`src/rtl/wb_b3_pkg.sv`:
```
// Wishbone B3 shared definitions for the line burst master.
// Contents: cycle-type and burst-type codes, the FSM state encoding and
// bte_for_words(), which maps a line length in words to its wrap code.
package wb_b3_pkg;

  localparam logic [2:0] CTI_CLASSIC = 3'b000;
  localparam logic [2:0] CTI_CONST   = 3'b001;
  localparam logic [2:0] CTI_INCR    = 3'b010;
  localparam logic [2:0] CTI_EOB     = 3'b111;

  localparam logic [1:0] BTE_LINEAR  = 2'b00;
  localparam logic [1:0] BTE_WRAP4   = 2'b01;
  localparam logic [1:0] BTE_WRAP8   = 2'b10;
  localparam logic [1:0] BTE_WRAP16  = 2'b11;

  typedef enum logic [1:0] {
    ST_IDLE  = 2'd0,
    ST_BURST = 2'd1,
    ST_RESP  = 2'd2
  } state_e;

  function automatic logic [1:0] bte_for_words(input int n);
    case (n)
      4:       return BTE_WRAP4;
      8:       return BTE_WRAP8;
      16:      return BTE_WRAP16;
      default: return BTE_LINEAR;
    endcase
  endfunction

endpackage

```
`src/rtl/wb_burst_adr_gen.sv`:
```
// Burst address generator for wb_line_burst_master.
// Holds the upper (above-line) address bits, the word offset inside the
// line and the beat counter; produces wb address, cti, bte and last-beat.
// Ports:
//   clk, srst      clock, synchronous active-high reset
//   load_i         capture adr_i and arm a new burst
//   adr_i          requested byte address
//   ack_i          a beat completed normally (advance offset and counter)
//   clear_i        burst finished or aborted (return cti/bte to idle codes)
//   adr_o          Wishbone byte address
//   off_o          current word offset within the line (line slot index)
//   cti_o, bte_o   Wishbone cycle type / burst type
//   last_o         the current beat is the final one
// Build option: CRITICAL_WORD_FIRST_EN starts at the requested word and
// signals a wrapping burst; otherwise the burst is linear from word 0.
module wb_burst_adr_gen
  import wb_b3_pkg::*;
#(
  parameter int aw         = 32,
  parameter int line_words = 4
) (
  input  logic                          clk,
  input  logic                          srst,
  input  logic                          load_i,
  input  logic [aw-1:0]                 adr_i,
  input  logic                          ack_i,
  input  logic                          clear_i,
  output logic [aw-1:0]                 adr_o,
  output logic [$clog2(line_words)-1:0] off_o,
  output logic [2:0]                    cti_o,
  output logic [1:0]                    bte_o,
  output logic                          last_o
);

  localparam int ow = $clog2(line_words);
  localparam int uw = aw - ow - 2;

  logic [uw-1:0] upper_q, upper_d;
  logic [ow-1:0] off_q, off_d;
  logic [3:0]    b_q, b_d;
  logic [2:0]    cti_q, cti_d;
  logic [1:0]    bte_q, bte_d;

  always_comb begin
    upper_d = upper_q;
    off_d   = off_q;
    b_d     = b_q;
    cti_d   = cti_q;
    bte_d   = bte_q;
    if (load_i) begin
      upper_d = adr_i[aw-1:ow+2];
      b_d     = 4'd0;
      cti_d   = CTI_INCR;
`ifdef CRITICAL_WORD_FIRST_EN
      off_d   = adr_i[ow+1:2];
      bte_d   = bte_for_words(line_words);
`else
      off_d   = '0;
      bte_d   = BTE_LINEAR;
`endif
    end else if (clear_i) begin
      cti_d = CTI_CLASSIC;
      bte_d = BTE_LINEAR;
    end else if (ack_i) begin
      // Offset is exactly ow bits wide, so the increment wraps in the line.
      off_d = off_q + 1'b1;
      b_d   = b_q + 4'd1;
      if (b_d == 4'(line_words - 1)) cti_d = CTI_EOB;
    end
  end

  always_ff @(posedge clk) begin
    if (srst) begin
      upper_q <= '0;
      off_q   <= '0;
      b_q     <= 4'd0;
      cti_q   <= CTI_CLASSIC;
      bte_q   <= BTE_LINEAR;
    end else begin
      upper_q <= upper_d;
      off_q   <= off_d;
      b_q     <= b_d;
      cti_q   <= cti_d;
      bte_q   <= bte_d;
    end
  end

  assign adr_o  = {upper_q, off_q, 2'b00};
  assign off_o  = off_q;
  assign cti_o  = cti_q;
  assign bte_o  = bte_q;
  assign last_o = (b_q == 4'(line_words - 1));

endmodule

```
`src/rtl/wb_line_burst_master.sv`:
```
// Cache-line refill/writeback Wishbone B3 master.
// Takes one whole-line request (req_*), runs it as a single registered-
// feedback incrementing burst, and returns the line / status on rsp_*.
// Wishbone side: wb_adr_o/dat_o/sel_o/we_o/cyc_o/stb_o/cti_o/bte_o out,
// wb_dat_i/ack_i/err_i/rty_i in. err or rty abort the burst (rsp_err_o).
// Build option: CRITICAL_WORD_FIRST_EN (see wb_burst_adr_gen).
module wb_line_burst_master
  import wb_b3_pkg::*;
#(
  parameter int dw         = 32,
  parameter int aw         = 32,
  parameter int line_words = 4
) (
  input  logic                     wb_clk_i,
  input  logic                     wb_rst_i,
  input  logic                     req_valid_i,
  output logic                     req_ready_o,
  input  logic                     req_we_i,
  input  logic [aw-1:0]            req_adr_i,
  input  logic [line_words*dw-1:0] req_wdata_i,
  output logic                     rsp_valid_o,
  input  logic                     rsp_ready_i,
  output logic                     rsp_err_o,
  output logic [line_words*dw-1:0] rsp_rdata_o,
  output logic [aw-1:0]            wb_adr_o,
  output logic [dw-1:0]            wb_dat_o,
  output logic [3:0]               wb_sel_o,
  output logic                     wb_we_o,
  output logic                     wb_cyc_o,
  output logic                     wb_stb_o,
  output logic [2:0]               wb_cti_o,
  output logic [1:0]               wb_bte_o,
  input  logic [dw-1:0]            wb_dat_i,
  input  logic                     wb_ack_i,
  input  logic                     wb_err_i,
  input  logic                     wb_rty_i
);

  localparam int ow = $clog2(line_words);
  localparam int lw = line_words * dw;

  state_e        state_q, state_d;
  logic          pend_q, pend_d;   // request latched, burst launches next edge
  logic          dir_q, dir_d;     // 1 = writeback
  logic          cyc_q, cyc_d;
  logic          err_q, err_d;
  logic [lw-1:0] wdata_q, wdata_d;
  logic [lw-1:0] rdata_q, rdata_d;

  logic          load, beat_ack, beat_err, last, clear;
  logic [ow-1:0] off;

  // err/rty take priority over a simultaneous ack.
  assign beat_err = cyc_q & (wb_err_i | wb_rty_i);
  assign beat_ack = cyc_q & wb_ack_i & ~beat_err;
  assign load     = (state_q == ST_IDLE) & ~pend_q & req_valid_i;
  assign clear    = beat_err | (beat_ack & last);

  wb_burst_adr_gen #(.aw(aw), .line_words(line_words)) u_adr_gen (
    .clk     (wb_clk_i),
    .srst    (wb_rst_i),
    .load_i  (load),
    .adr_i   (req_adr_i),
    .ack_i   (beat_ack),
    .clear_i (clear),
    .adr_o   (wb_adr_o),
    .off_o   (off),
    .cti_o   (wb_cti_o),
    .bte_o   (wb_bte_o),
    .last_o  (last)
  );

  always_comb begin
    state_d = state_q;
    pend_d  = pend_q;
    dir_d   = dir_q;
    cyc_d   = cyc_q;
    err_d   = err_q;
    wdata_d = wdata_q;
    rdata_d = rdata_q;
    case (state_q)
      ST_IDLE: begin
        if (pend_q) begin
          pend_d  = 1'b0;
          cyc_d   = 1'b1;
          state_d = ST_BURST;
        end else if (req_valid_i) begin
          pend_d  = 1'b1;
          dir_d   = req_we_i;
          wdata_d = req_wdata_i;
          err_d   = 1'b0;
        end
      end
      ST_BURST: begin
        if (beat_err) begin
          cyc_d   = 1'b0;
          err_d   = 1'b1;
          state_d = ST_RESP;
        end else if (beat_ack) begin
          // Slot is the beat's word offset, so line order is beat-order free.
          if (!dir_q) rdata_d[int'(off)*dw +: dw] = wb_dat_i;
          if (last) begin
            cyc_d   = 1'b0;
            state_d = ST_RESP;
          end
        end
      end
      ST_RESP: begin
        if (rsp_ready_i) state_d = ST_IDLE;
      end
      default: state_d = ST_IDLE;
    endcase
  end

  always_ff @(posedge wb_clk_i) begin
    if (wb_rst_i) begin
      state_q <= ST_IDLE;
      pend_q  <= 1'b0;
      dir_q   <= 1'b0;
      cyc_q   <= 1'b0;
      err_q   <= 1'b0;
      wdata_q <= '0;
      rdata_q <= '0;
    end else begin
      state_q <= state_d;
      pend_q  <= pend_d;
      dir_q   <= dir_d;
      cyc_q   <= cyc_d;
      err_q   <= err_d;
      wdata_q <= wdata_d;
      rdata_q <= rdata_d;
    end
  end

  assign req_ready_o = (state_q == ST_IDLE) & ~pend_q;
  assign rsp_valid_o = (state_q == ST_RESP);
  assign rsp_err_o   = err_q;
  assign rsp_rdata_o = rdata_q;
  assign wb_cyc_o    = cyc_q;
  assign wb_stb_o    = cyc_q;
  assign wb_we_o     = cyc_q & dir_q;
  assign wb_sel_o    = cyc_q ? 4'hf : 4'h0;
  assign wb_dat_o    = wdata_q[int'(off)*dw +: dw];

endmodule

```
`config.mk`:
```
export PLATFORM = sky130hd
export DESIGN_NAME = wb_line_burst_master
export DESIGN_NICKNAME = d
export VERILOG_FILES = /design/src/rtl/wb_b3_pkg.sv /design/src/rtl/wb_burst_adr_gen.sv /design/src/rtl/wb_line_burst_master.sv
export SDC_FILE = /design/constraint.sdc
export NUM_CORES = 1
export LEC_CHECK = 0
export ABC_CLOCK_PERIOD_IN_PS = 2300
export BUFFER_PORTS_ARGS = -buffer_cell sky130_fd_sc_hd__buf_2
export CORE_MARGIN = 2
export CORE_UTILIZATION = 45
export DETAILED_ROUTE_END_ITERATION = 16
export PLACE_DENSITY = 0.76
export SKIP_CTS_REPAIR_TIMING = 1
export SYNTH_ARGS = -nofsm -noshare
export SYNTH_HDL_FRONTEND = slang
export SYNTH_SLANG_ARGS = --single-unit
export TNS_END_PERCENT = 1
```
`constraint.sdc`:
```
create_clock -name wb_clk_i -period 2.3 [get_ports wb_clk_i]
set_clock_uncertainty 0.05 [all_clocks]
set_input_delay 0.345 -clock wb_clk_i [delete_from_list [all_inputs] [get_ports wb_clk_i]]
set_output_delay 0.345 -clock wb_clk_i [all_outputs]
set_load 0.03 [all_outputs]
```
==> results of run 1 <==
==> state kept, by name (all words and copies together) (netlist names) <==
register	flops
rsp_err_o	1
wdata_q	128
u_adr_gen.off_o	2
u_adr_gen.cti_o	2
u_adr_gen.b_q	4
state_q	2
rsp_rdata_o	128
wb_cyc_o	1
pend_q	1
dir_q	1
u_adr_gen.upper_q	28
==> worst max-delay path, stage by stage (launching register included) <==
cell     delay (ns)
dfxtp_4        0.42
buf_12         0.17
mux4_2         0.55
buf_2          0.21
==> routing by layer <==
| layer | global-route usage | vias up |
|---|---|---|
| met2 | 0.4063 | 619 |
| met1 | 0.2774 | 5497 |
| met3 | 0.06745 | 121 |
| li1 | - | 5499 |
| met4 | 0.1002 | 2 |
| met5 | 0 | - |
==> kinds of logic (layout without fill, tap and decap cells) <==
kind of cell,Yosys count,in the layout,share of synthesized area
muxes,34,34,0.06271
other,1,8,0.0003175
adders and majority gates,7,7,0.007415
buffers and inverters,134,577,0.07627
xor gates and xnor gates,4,4,0.002967
DFF,298,298,0.5051
and+or+nand+nor,611,611,0.2178
AOI/OAI and AO/OA,298,298,0.1274
==> cell type report <==
type                    instances  area (um2)  share of cell area
inverters                       5       18.77            0.001188
flip-flops and latches        298        5973              0.3780
repair buffers                517        3374              0.2136
clock buffers                  48       959.7             0.06073
multi-input cells             958        5009              0.3170
well taps                     335       419.2             0.02653
clock inverters                 7       37.54            0.002375
diodes                          4       10.01           0.0006335
==> through the flow <==
step,util,total power [mW],setup TNS [ns],setup WS (ns)
floorplan,-,6.407,0,0.005993
global placement,0.5338,6.789,0,0.4345
detailed placement,0.5338,6.819,0,0.3950
CTS,0.5723,11.63,-2.510,-0.1103
global route,0.6097,12.14,-0.4929,-0.05232
finish,0.6098,11.72,-0.01676,-0.01659
==> worst paths after layout <==
check	from	end	slack, ns	depth (start not counted)
hold / removal	req_wdata_i[8]	wdata_q[8]	-0.02	3
setup reg to reg	u_adr_gen.off_o[0]	rsp_rdata_o[93]	0.27	6
hold reg to reg	rsp_rdata_o[105]	rsp_rdata_o[105]	0.40	2
setup / recovery	u_adr_gen.off_o[1]	wb_dat_o[31]	-0.02	3
==> power by group <==
group / internal (mW) / switching (mW)
Combinational: 0.541 / 0.830
Sequential: 5.37 / 0.122
Clock: 2.84 / 2.02
Total: 8.75 / 2.97
==> cell usage in the layout, fill, tap and decap left out, drive strengths merged, types with 6 or more instances in the layout <==
master / count
a21oi: 293
buf: 433
clkbuf: 53
clkinv: 6
dfxtp: 298
dlygate4sd3: 79
ha: 7
mux4: 32
nand2: 445
nand3: 133
nor2: 6
==> results.ini, run 1 <==
[clocking]
cts.htree.levels=1
ctsRootBufferMaster=clkbuf_16
cts_made_buffers=31
clockBufferDepth=3
cts_tree=yes
clk_pin_slew_ns=0.06
insertion_delay_ns=0.55
cts.sinks=298

[timing]
period_needed_ns=2.317
max_clock_freq_mhz=431.7
slew_violations=0
final_hold_viol_count=30
setup_ws_ns=-0.01659
hold-worst-slack_ns=-0.01566
finalSetupViolations=2
period_share=1.007
rsz0062_at_grt=true

[outcome]
status=complete, but fails checks
violations=hold timing, setup timing

[worst_setup_path]
criticalPathCategory=reg -> out
critPathCaptureType=output pin
critPathLaunchType=register
worstPathRequired_ns=1.90
crit_fanout=9
cp.arrival_ns=1.92

[floorplanning]
start_util=0.4558
die_x_um=166.0
die-area_mm2=0.02756
rows=59
num_io_pins=407
core_mm2=0.02591
die_y_um=166.0

[synth]
avgSynthCellArea_um2=8.516
postSynthCellCount=1387
seq_area_frac_synth=0.5051
async_reset_ff_frac=0
ys.flop_type=dfxtp_1
synth_area_leaders=dfxtp_1 51%, nand2_1 14%, a21oi_1 12%
ys_ff_latch=298
yosys.area.top_type=dfxtp_1
synth_cell_types=40
post-synth-top-count-cell=nand2_1
yosys-top-cells-count=444 x nand2_1, 298 x dfxtp_1, 292 x a21oi_1, 133 x nand3_1, 52 x clkbuf_1
yosysWarnings=0
syn-cell-area_mm2=0.01181
synth_top_area_share=0.5051
synth_edf_count=0

[pwr]
cellPowerDensity_mw_per_mm2=741.5
ir_drop_mv=0.5876
leakage_nw=6.648

[final_layout]
design_area_mm2=0.01580
drive_gt1_frac=0.2913
layout.nets=2018
stdcell_count=2172
nFillCells=2094
syn_to_final_growth_pct=33.78

[grt]
gr-usage-all-layers=0.2367
grt_pass1_wl_um=54340
grt_max_degree=100
gr-total-overflow=0
antenna_found_initial=6
grt_pass1_vias=10696

[placement]
io_buffers=398
place_congestion=0.8205
hpwl_um=22620
place_area_mm2=0.01383
place_inst=2021

[drt]
dr_wl_met3_um=3554
drcViolationCount=0
wl_per_cell_um=17.39
ant_nets=0
top_layer=met5
first_pass_iters=5
totalWireLength_um=37780
drt_iter0_markers=1027
dr_total_vias=11738
dr_wl_met2_um=18410
viasPerCell=5.404
wl_met1_um=14210

[job]
maxCapViolCount=0

[worst_hold_path]
hold_class=in -> reg

No activity file was read; power rests on OpenSTA's default activity.
==> inputs of run 2 (changes only) <==
--- a/config.mk
+++ b/config.mk
@@ -11,4 +11,5 @@
 export CORE_UTILIZATION = 45
 export DETAILED_ROUTE_END_ITERATION = 16
+export HOLD_SLACK_MARGIN = 0.03
 export PLACE_DENSITY = 0.76
 export SKIP_CTS_REPAIR_TIMING = 1
--- a/constraint.sdc
+++ b/constraint.sdc
@@ -3,3 +3,3 @@
 set_input_delay 0.345 -clock wb_clk_i [delete_from_list [all_inputs] [get_ports wb_clk_i]]
 set_output_delay 0.345 -clock wb_clk_i [all_outputs]
-set_load 0.03 [all_outputs]
+set_load 0.01 [all_outputs]
==> results.ini, run 2 (same netlist as run 1, synthesis figures left out) <==
[drt]
dr_total_vias=12536  ; +6.8%
totalWireLength_um=41910  ; +11%
drcViolationCount=0  ; unchanged
ant_nets=0  ; unchanged
first_pass_iters=5  ; unchanged
drt_iter0_markers=1382  ; +35%
wl_per_cell_um=18.46  ; +6.2%
viasPerCell=5.522  ; +2.2%

[timing]
period_share=1.010  ; +0.002536
finalSetupViolations=2  ; unchanged
slew_violations=0  ; unchanged
worst_pin_slew_ns=0.5765
period_needed_ns=2.322  ; +0.005834 ns
setup_ws_ns=-0.02243  ; -0.005834 ns
relSlewSlack=0.6157
rsz0062_at_grt=true
max_clock_freq_mhz=430.6  ; -0.25%
final_hold_viol_count=0  ; -100%

[grt]
gr-total-overflow=0  ; unchanged
gr-usage-all-layers=0.2369  ; about the same
grt_pass1_vias=10502  ; -1.8%
grt_max_degree=120  ; +20%
grt_pass1_wl_um=54120  ; -0.41%
antenna_found_initial=0  ; -6

[final_layout]
final_common_cell=nand2_1
multi_input_area_mm2=0.005009  ; unchanged
mostFrequentLayoutCells=444 x nand2_1, 391 x buf_2, 296 x dfxtp_1
regArea_mm2=0.005973  ; unchanged
layout.nets=2119  ; +5.0%
syn_to_final_growth_pct=42.12
drive_gt1_frac=0.2832  ; -0.008122
design_area_mm2=0.01679  ; +6.2%
antenna_cells=0  ; -4
nFillCells=1893  ; -9.6%
stdcell_count=2270  ; +4.5%

[floorplanning]
num_io_pins=407  ; unchanged
start_util=0.4558  ; unchanged
rows=59  ; unchanged
core_mm2=0.02591  ; unchanged
die-area_mm2=0.02756  ; unchanged
die_x_um=166.0  ; unchanged
die_y_um=166.0  ; unchanged

[worst_hold_path]
hold_class=in -> reg

[job]
maxCapViolCount=0  ; unchanged

[pwr]
ir_drop_mv=0.7201  ; +23%
cellPowerDensity_mw_per_mm2=699.0  ; -5.7%
p_total_mw=11.73  ; +0.14%
leakage_nw=7.087  ; +6.6%

[placement]
place_area_mm2=0.01390  ; +0.47%
io_buffers=398  ; unchanged
place_inst=2028  ; +0.35%
place_congestion=0.8495  ; +3.5%
hpwl_um=23130  ; +2.2%

[worst_setup_path]
critPathLaunchType=register
r2r_setup_slack_ns=0.11  ; -0.16 ns
criticalPathCategory=reg -> out
worstPathCellList=buf_12 > buf_4 > mux4_2 > buf_6
max_stage_delay_ns=0.56  ; about the same
slowest_stage=mux4_2
cp.arrival_ns=1.93  ; about the same
worstPathRequired_ns=1.90  ; about the same
cp.buffers_inverters=3  ; +1
crit_fanout=5  ; -4
critPathTopFamily=multiplexers
critPathCaptureType=output pin

[clocking]
ctsRootBufferMaster=clkbuf_16
cts_made_buffers=30  ; -3.2%
clk_pin_slew_ns=0.06  ; about the same
cts_tree=yes
insertion_delay_ns=0.55  ; about the same
clockBufferDepth=3  ; unchanged
cts.htree.levels=1  ; unchanged
cts.sinks=298  ; unchanged

[outcome]
status=complete, but fails checks
violations=setup timing

==> run 2: cell count changes in the layout (fill, tap and decap cells not counted), sizes merged, moves of 4 or more <==
cell | before | now
diode | 4 | 0
clkbuf | 53 | 44
buf | 433 | 447
clkinv | 6 | 14
dlygate4sd3 | 79 | 168
==> run 2: final timing paths <==
path,startpoint,to,cells past startpoint
worst max-delay path,u_adr_gen.off_o[0],wb_dat_o[17],4
worst min-delay path,req_wdata_i[70],wdata_q[70],3
worst max register to register,u_adr_gen.off_o[0],rsp_rdata_o[126],8
worst min register to register,rsp_rdata_o[75],rsp_rdata_o[75],2
==> run 2: per-layer routing <==
metal / vias to the layer above / routed length (um) / global-route usage
li1: 5690 / - / -
met1: 5848 / 15370 / 0.2808
met2: 831 / 20400 / 0.4084
met3: 167 / 3945 / 0.06149
met4: 0 / 2189 / 0.09868
met5: - / 0 / 0
==> run 2: area by class of cell <==
type | count | area share
Sequential cell | 298 | 0.3558
Multi-Input combinational cell | 958 | 0.2984
Timing Repair Buffer | 619 | 0.2621
Clock buffer | 40 | 0.05121
Tap cell | 335 | 0.02497
Clock inverter | 15 | 0.006410
Inverter | 5 | 0.001118
==> run 2: where the power goes <==
group,internal (mW),switching [mW]
combinational,0.648,0.757
clock,2.73,2.09
sequential,5.37,0.137
==> run 2: worst register-to-register path: stages (launching register included) <==
cell     delay [ns]
dfxtp_4        0.37
buf_4          0.15
buf_4          0.13
inv_2          0.13
ha_1           0.35
nor3_4         0.21
buf_4          0.38
nand3_1        0.15
a21oi_1        0.20
==> run 2: stage by stage <==
stage	setup WS, ns	utilization	setup TNS [ns]	hold WS (ns)
after floorplan	0.04177	-	0	0.3831
after global placement	0.3254	0.5363	0	0.3841
after detailed placement	0.2030	0.5363	0	0.3897
after CTS	-0.1910	0.5736	-3.186	-0.04660
after global routing	-0.05849	0.6478	-0.4122	0.03047
final	-0.02243	0.6478	-0.02812	0.02556
==> inputs of run 3 (changes only) <==
- PLACE_DENSITY: 0.76 -> not set
- PLACE_DENSITY_LB_ADDON: not set -> 0.25
==> results.ini, run 3 (same netlist as run 1, synthesis figures left out) <==
[worst_setup_path]
criticalPathCategory=reg -> out
crit_start=u_adr_gen.off_o[0]
ff2ff_path_depth=6  ; -2
r2r_end=rsp_rdata_o[123]
slowest_stage=mux4_2
r2r_setup_slack_ns=0.30  ; +0.19 ns
cp.buffers_inverters=2  ; -1
critPathCaptureType=output pin
worstPathCellList=clkbuf_16 > mux4_2 > buf_2
cp.arrival_ns=1.85  ; -0.08 ns
cp_num_cells=3  ; -1
reg2reg_from=u_adr_gen.off_o[0]
critPathTopFamily=multiplexers
max_stage_delay_ns=0.50  ; -0.06 ns
worstPathRequired_ns=1.90  ; about the same
crit_fanout=19  ; +14
critPathLaunchType=register
endpoint=wb_dat_o[8]

[timing]
max_clock_freq_mhz=446.1  ; +3.6%
slew_violations=0  ; unchanged
final_hold_viol_count=0  ; unchanged
rsz0062_at_grt=false
relSlewSlack=0.6100  ; -0.005670
hold-worst-slack_ns=0.03001  ; +0.004450 ns
setup_ws_ns=0.05819  ; +0.08062 ns
period_share=0.9747  ; -0.03505
tns_ns=0  ; +0.02812 ns
worst_pin_slew_ns=0.5850  ; +0.008506 ns
period_needed_ns=2.242  ; -0.08062 ns
finalSetupViolations=0  ; -2

[final_layout]
nFillCells=2380  ; +26%
fin_util=0.5841  ; -0.06374
drive_gt1_frac=0.2963  ; +0.01305
mostFrequentLayoutCells=444 x nand2_1, 397 x buf_2, 296 x dfxtp_1
syn_to_final_growth_pct=28.14
final_common_cell=nand2_1
design_area_mm2=0.01513  ; -9.8%
layout.nets=1949  ; -8.0%

[drt]
totalWireLength_um=35400  ; -16%
wl_per_cell_um=16.80  ; -9.0%
wl_met1_um=14180  ; -7.7%
dr_total_vias=11056  ; -12%
dr_wl_met3_um=2806  ; -29%
drt_iter0_markers=1041  ; -25%
top_layer=met5
drcViolationCount=0  ; unchanged
dr_wl_met2_um=17140  ; -16%
first_pass_iters=5  ; unchanged
ant_nets=0  ; unchanged
viasPerCell=5.247  ; -5.0%

[grt]
grt_max_degree=75  ; -38%
gr-total-overflow=0  ; unchanged
grt_pass1_vias=10345  ; -1.5%
antenna_found_initial=12  ; +12
grt_pass1_wl_um=55030  ; +1.7%
gr-usage-all-layers=0.2432  ; +0.006321

[worst_hold_path]
hold_class=in -> reg
hold_path_depth=3  ; unchanged

[clocking]
ctsRootBufferMaster=clkbuf_16
cts.htree.levels=2  ; +1
insertion_delay_ns=0.49  ; -0.06 ns
clk_pin_slew_ns=0.06  ; about the same
cts.sinks=298  ; unchanged
cts_made_buffers=34  ; +13%
cts_tree=yes
clockBufferDepth=3  ; unchanged

[floorplanning]
num_io_pins=407  ; unchanged
rows=59  ; unchanged
die_x_um=166.0  ; unchanged
die-area_mm2=0.02756  ; unchanged
die_y_um=166.0  ; unchanged
start_util=0.4558  ; unchanged
core_mm2=0.02591  ; unchanged

[placement]
post-place-ws_ns=0.3611  ; +0.1581 ns
hpwl_um=23770  ; +2.8%
io_buffers=398  ; unchanged
place_congestion=0.8503  ; about the same
place_area_mm2=0.01383  ; -0.45%

[pwr]
ir_drop_mv=0.6216  ; -14%
leakage_nw=6.345  ; -10%
cellPowerDensity_mw_per_mm2=773.3  ; +11%

[job]
maxCapViolCount=0  ; unchanged

[outcome]
status=finished, final reports clean

## run 3: cell count changes in the layout (fill, tap and decap cells not counted), moves of 3 or more
cell and change:
buf_12 -3, buf_2 +6, buf_4 -18, buf_6 -7, clkbuf_1 +5, clkbuf_16 +3, clkbuf_8 +4, clkinv_2 -11
diode_2 +10, dlygate4sd3_1 -152
## run 3: layout make-up
cell class / instances / area [um2] / area share
repair buffers: 445 / 2636 / 0.1742
clock buffers: 53 / 1033 / 0.06829
flip-flops and latches: 298 / 5971 / 0.3945
diodes: 10 / 25.02 / 0.001653
multi-input cells: 958 / 5009 / 0.3309
inverters: 5 / 18.77 / 0.001240
well taps: 335 / 419.2 / 0.02770
clock inverters: 3 / 22.52 / 0.001488
## run 3: worst min-delay path: stages
cell     delay, ns
buf_2         0.09
nand2_1       0.04
a21oi_1       0.05
## run 3: power by group
| group | internal, mW | switching [mW] |
|---|---|---|
| Combinational | 0.464 | 0.641 |
| Sequential | 5.37 | 0.112 |
| Clock | 3.07 | 2.04 |
| Total | 8.91 | 2.79 |
## run 3: metrics by stage
stage	total power, mW	instances
floorplan	6.256	1390
global placement	6.658	2023
detailed placement	6.684	2023
CTS	11.81	2079
global route	12.18	2104
finish	11.70	2107
## run 3: worst min-delay path by stage
| stage | start | endpoint | slack, ns |
|---|---|---|---|
| 2_1_floorplan | wdata_q[53] | wdata_q[53] | 0.38 |
| 3_3_place_gp | rsp_rdata_o[111] | rsp_rdata_o[111] | 0.38 |
| 3_5_place_dp | rsp_rdata_o[112] | rsp_rdata_o[112] | 0.39 |
| 4_1_cts | req_wdata_i[27] | wdata_q[27] | 0.005 |
| 5_1_grt | req_wdata_i[55] | wdata_q[55] | 0.03 |
| 6_report | req_adr_i[11] | u_adr_gen.upper_q[7] | 0.03 |
## run 3: layer usage
| layer | vias to the layer above | global-route usage |
|---|---|---|
| met5 | - | 0 |
| li1 | 5362 | - |
| met2 | 442 | 0.4034 |
| met4 | 2 | 0.1028 |
| met3 | 79 | 0.06149 |
| met1 | 5171 | 0.3022 |
